==> src/rtl/gray_counter_n.sv <==
// Parametrised up/down Gray-code counter with wrap or saturate ends, binary or
// Gray-coded load, combinational terminal count and a registered wrap pulse.
module gray_counter_n #(
    parameter int WIDTH     = 4,
    parameter int WRAP      = 1,
    parameter int LOAD_GRAY = 0
) (
    input  logic             clk,
    input  logic             reset,
    input  logic             en,
    input  logic             up_dn,
    input  logic             load_en,
    input  logic [WIDTH-1:0] data_in,
    output logic [WIDTH-1:0] gray_out,
    output logic [WIDTH-1:0] bin_out,
    output logic             tc,
    output logic             wrap
);

    localparam logic [WIDTH-1:0] MAX  = '1;
    localparam logic [WIDTH-1:0] ZERO = '0;
    localparam logic [WIDTH-1:0] ONE  = {{(WIDTH-1){1'b0}}, 1'b1};

    logic [WIDTH-1:0] cnt_q, cnt_d;
    logic [WIDTH-1:0] gray_q;
    logic             wrap_q, wrap_d;
    logic [WIDTH-1:0] load_bin;
    logic [WIDTH-1:0] load_val;
    logic             at_max, at_zero;

    // Each binary bit is the XOR of all Gray bits from the MSB down to it.
    generate
        for (genvar gi = 0; gi < WIDTH; gi++) begin : g_g2b
            assign load_bin[gi] = ^data_in[WIDTH-1:gi];
        end
    endgenerate

    assign load_val = (LOAD_GRAY != 0) ? load_bin : data_in;
    assign at_max   = (cnt_q == MAX);
    assign at_zero  = (cnt_q == ZERO);

    always_comb begin
        cnt_d  = cnt_q;
        wrap_d = 1'b0;
        if (load_en) begin
            cnt_d = load_val;
        end else if (en) begin
            if (up_dn) begin
                if (!at_max) begin
                    cnt_d = cnt_q + ONE;
                end else if (WRAP != 0) begin
                    cnt_d  = ZERO;
                    wrap_d = 1'b1;
                end
            end else begin
                if (!at_zero) begin
                    cnt_d = cnt_q - ONE;
                end else if (WRAP != 0) begin
                    cnt_d  = MAX;
                    wrap_d = 1'b1;
                end
            end
        end
    end

    // Gray view is registered from the same next value so both views always agree.
    always_ff @(posedge clk) begin
        if (reset) begin
            cnt_q  <= ZERO;
            gray_q <= ZERO;
            wrap_q <= 1'b0;
        end else begin
            cnt_q  <= cnt_d;
            gray_q <= cnt_d ^ (cnt_d >> 1);
            wrap_q <= wrap_d;
        end
    end

    assign tc       = en & ~load_en & ((up_dn & at_max) | (~up_dn & at_zero));
    assign bin_out  = cnt_q;
    assign gray_out = gray_q;
    assign wrap     = wrap_q;

endmodule

==> config.mk <==
export PLATFORM = sky130hd
export DESIGN_NAME = gray_counter_n
export DESIGN_NICKNAME = d
export VERILOG_FILES = /design/src/rtl/gray_counter_n.sv
export SDC_FILE = /design/constraint.sdc
export NUM_CORES = 1
export LEC_CHECK = 0
export CAP_MARGIN = 20
export CELL_PAD_IN_SITES_DETAIL_PLACEMENT = 2
export CELL_PAD_IN_SITES_GLOBAL_PLACEMENT = 2
export CORE_MARGIN = 2
export CORE_UTILIZATION = 25
export DETAILED_ROUTE_END_ITERATION = 10
export PLACE_DENSITY = 0.87
export SYNTH_ARGS = -nofsm -noshare
export SYNTH_HDL_FRONTEND = slang
export SYNTH_SLANG_ARGS = --single-unit
==> constraint.sdc <==
create_clock -name clk -period 4.3 [get_ports clk]
set_input_delay 0.86 -clock clk [delete_from_list [all_inputs] [get_ports clk]]
set_output_delay 0.86 -clock clk [all_outputs]
set_load 0.005 [all_outputs]
Word level (Yosys, flattened, before mapping)
Cells that the tools add are included.
{ "word_totals": {"reg_bits": 9, "input_bits": 9, "output_inout_bits": 10, "wordCells": 25} }
{ "op_classes": {"add_sub_neg": 2, "eq_ne": 1, "n_mux": 8, "n_bitwise": 9, "n_reduce_logical": 2} }
{ "ops": {"columns": ["operator", "n"], "rows": [
  ["two-way mux 4 bit", 5],
  ["adder 4 x 1 -> 4 bit (second input constant)", 1],
  ["AND 1 bit", 4],
  ["== test 4 bit (second input constant)", 1],
  ["logical NOT 4 bit", 1],
  ["subtractor 4 x 1 -> 4 bit (second input constant)", 1],
  ["bitwise XOR 4 x 3 -> 4 bit", 1],
  ["two-way mux 1 bit", 3],
  ["inverter 1 bit", 3],
  ["OR reduction 3 bit", 1],
  ["bitwise OR 1 bit", 1]
]} }

Longest topological paths before layout
{ "logic_depth": {"depth_word": 6, "mapped_depth": 7, "ltp_nobuf": 7} }

Least setup slack after synthesis
No wires, ideal clock.
{ "synth_timing": {"path_type": "input port to output port", "start": "input en", "end": "output tc", "arrival_time_ps": 1430, "required_time_ps": 3440, "setup_slack_ps": 2010, "path_stages": 3, "n_path_buf": 1, "path_cell_list": "buf_2 > o21ai_0 > a211oi_1"} }
{ "synth_between": {"elab_chain_len": 2} }
{ "synth_lines": {"columns": ["element", "line_no", "text"], "rows": [
  ["start: declaration", "10", "input logic en,"],
  ["AND 1 bit (2 in series)", "79", "assign tc = en & ~load_en & ((up_dn & at_max) | (~up_dn & at_zero));"],
  ["end: declaration", "16", "output logic tc,"]
]} }
Every way passes these cells.

Worst setup path in the final report
Ends and elaborated chain as after synthesis.

==> impl_results.md <==
* CTS Buffer Depth at 2
* Seq/Total Area, Yosys at 0.3012
* #FFs+latches synth at 8
* PortBufs at 18
* Max-cap viol count at 0
* Fmax at 287.8 MHz
* Status: finished clean
* CP Launch Type: primary input
* Largest net degree at the start of global routing at 10
* Final wirelength at 1589 um
* Pre-antenna DRT Iters at 2
* Core box area at 1982 um^2
* Clock root buffer: clkbuf_4
* Post-cts resize count at 0
* Final Skew at 0.007651 ns
* Hold slack at 0.7886 ns
* PD cells at 295.6 nW/um^2
* Reg2reg end: gray_out[2]$_SDFF_PP0_
* Remaining DRCs at 0
* Worst Hold Endpoint: wrap$_SDFF_PP0_
* Vias in the first global route at 549
* Worst-skew pair later-pin latency at 0.26 ns
* Final core occ at 0.3699
* Grt ovf at 0
* Sinks on Clock Net at 8
* Synth Instances at 58
* Layout cell share with drive strength beyond 1 at 0.1333
* H-tree depth at 1
* Clock slew at reported path FFs at 0.05 ns
* Via Count at 499
* Setup-failing EPs final at 0
* Reg2Reg Setup Slack at 2.26 ns
* Synth area leader: dfxtp_1
* TNS Setup at 0 ns
* Area growth syn-to-layout at 37.88%
* FF-to-FF Start: bin_out[0]$_SDFF_PP0_
* Routed WL per cell at 15.58 um
* Crit. End Element: output pin
* Post-synth net total at 70
* LEAKAGE at 0.2824 nW
* Ports at 19
* Mapped cell area at 531.8 um^2
* Num CTS Buffers at 3
* Unrepaired setup endpoints after global routing: no
* Worst min path class: reg -> reg
* Max transition margin at 0.7180
* Die footprint at 2512 um^2
* Hold depth at 3
* Top cells by count, synth: dfxtp_1 (8), inv_1 (5), nor2_1 (5), a21oi_1 (4), o21ai_0 (4)
* CTS tree: built
* Die W at 50.12 um
* Main synth FF type: dfxtp_1
* Final min period at 3.475 ns
* Yosys warns at 0
* Total GRT Usage at 0.1531
* Worst r2r path cells at 7
* Post-synth EDFFs at 0
* Iteration-0 DRC count of the detailed router at 5
* Yosys top cell area share at 0.3012
* Async SR Flop Fraction at 0
* Syn Area/Cell at 9.168 um^2
* Worst Tran Pin Value at 0.4225 ns
* Total power at 216.7 uW
* Synth area leaders: dfxtp_1 (30%), ha_1 (7.1%), buf_6 (4.2%)
* Max FO, Critical Path at 7
* Final nets at 89
* Initial Util at 0.2683
* Top-count cell post-synth: dfxtp_1
* N_diodes at 0
* DP HPWL at 1192 um
* Final hold viol count at 0
* Final GP Congestion at 0.7728
* FP Rows at 16
* CP arrival at 2.61 ns
* Hold Buf Count CTS at 0
* Avg Vias per Cell at 4.892
* Worst IR drop on VDD at 0.1245 mV
* Max-slew violations at 0
* Fin crit share at 0.8081
* Hold Crit Start: bin_out[3]$_SDFF_PP0_
* Post-CTS setup buffers at 0
* Synth unique cells at 31
* Die Y at 50.12 um
* Initial antenna violation count at 0
* Global-route wire length before repair at 2670 um
* Worst Path Required at 3.44 ns
* WS Path Type: in -> out
* Remaining antenna violation count at 0
power by group:
part,switching [mW],internal (mW),leakage (nW),total (mW)
clock network,0.0261,0.0320,0.0138,0.0580
logic,0.0289,0.0395,0.202,0.0684
registers,0.00882,0.0815,0.0664,0.0903
worst max-delay path by stage:
stage | from | endpoint | slack [ns] | cells past startpoint
global route | en | tc | 0.63 | 4
floorplan | en | tc | 2.01 | 3
detailed placement | en | tc | 0.86 | 4
finish | en | tc | 0.83 | 4
CTS | en | tc | 0.86 | 4
global placement | en | tc | 0.85 | 4
stage by stage:
stage / instances / area [um^2] / setup slack, ns
4_1_cts: 102 / 733.2 / 0.8593
3_3_place_gp: 99 / 710.7 / 0.8512
2_1_floorplan: 58 / 531.8 / 2.010
5_1_grt: 102 / 733.2 / 0.6311
3_5_place_dp: 99 / 710.7 / 0.8601
6_report: 102 / 733.2 / 0.8251
placed cells by master, fill, tap and decap left out, types with 2 or more instances in the layout:
| master | n |
|---|---|
| clkdlybuf4s50_1 | 18 |
| nor2b_1 | 2 |
| xnor2_1 | 2 |
| o21ai_0 | 4 |
| dfxtp_1 | 8 |
| clkbuf_4 | 3 |
| a21oi_1 | 4 |
| inv_1 | 5 |
| mux2i_1 | 2 |
| nor2_1 | 5 |
| ha_1 | 3 |
final cells by class:
type | count | area [um^2]
Tap cell | 27 | 33.78
Fill cell | 225 | 1249
Inverter | 5 | 18.77
Sequential cell | 8 | 160.2
Multi-Input combinational cell | 41 | 317.8
Clock buffer | 3 | 22.52
Timing Repair Buffer | 18 | 180.2
cell families after synthesis:
logic type / Yosys count / synth area share
and+or+nand+nor: 16 / 0.1671
adders and majority gates: 3 / 0.07060
xor gates and xnor gates: 3 / 0.04942
AOI/OAI and AO/OA: 15 / 0.2235
muxes: 4 / 0.08705
DFF: 8 / 0.3012
buffers and inverters: 9 / 0.1012
per-layer routing:
metal | wire [um] | GRT usage | up-vias
met2 | 831 | 0.2697 | 13
met5 | 0 | 0 | -
met4 | 50 | 0.1250 | 0
li1 | - | - | 239
met1 | 641 | 0.1436 | 243
met3 | 66 | 0.04545 | 4
registers in the layout, summed over array words and instances, names as in the netlist:
name      count
bin_out       4
gray_out      3
wrap          1
critical path, cell delays in order:
cell	delay [ns]
clkdlybuf4s50_1	0.66
o21ai_0	0.20
a211oi_1	0.32
clkdlybuf4s50_1	0.57
Power figures use the tool's default switching activity.
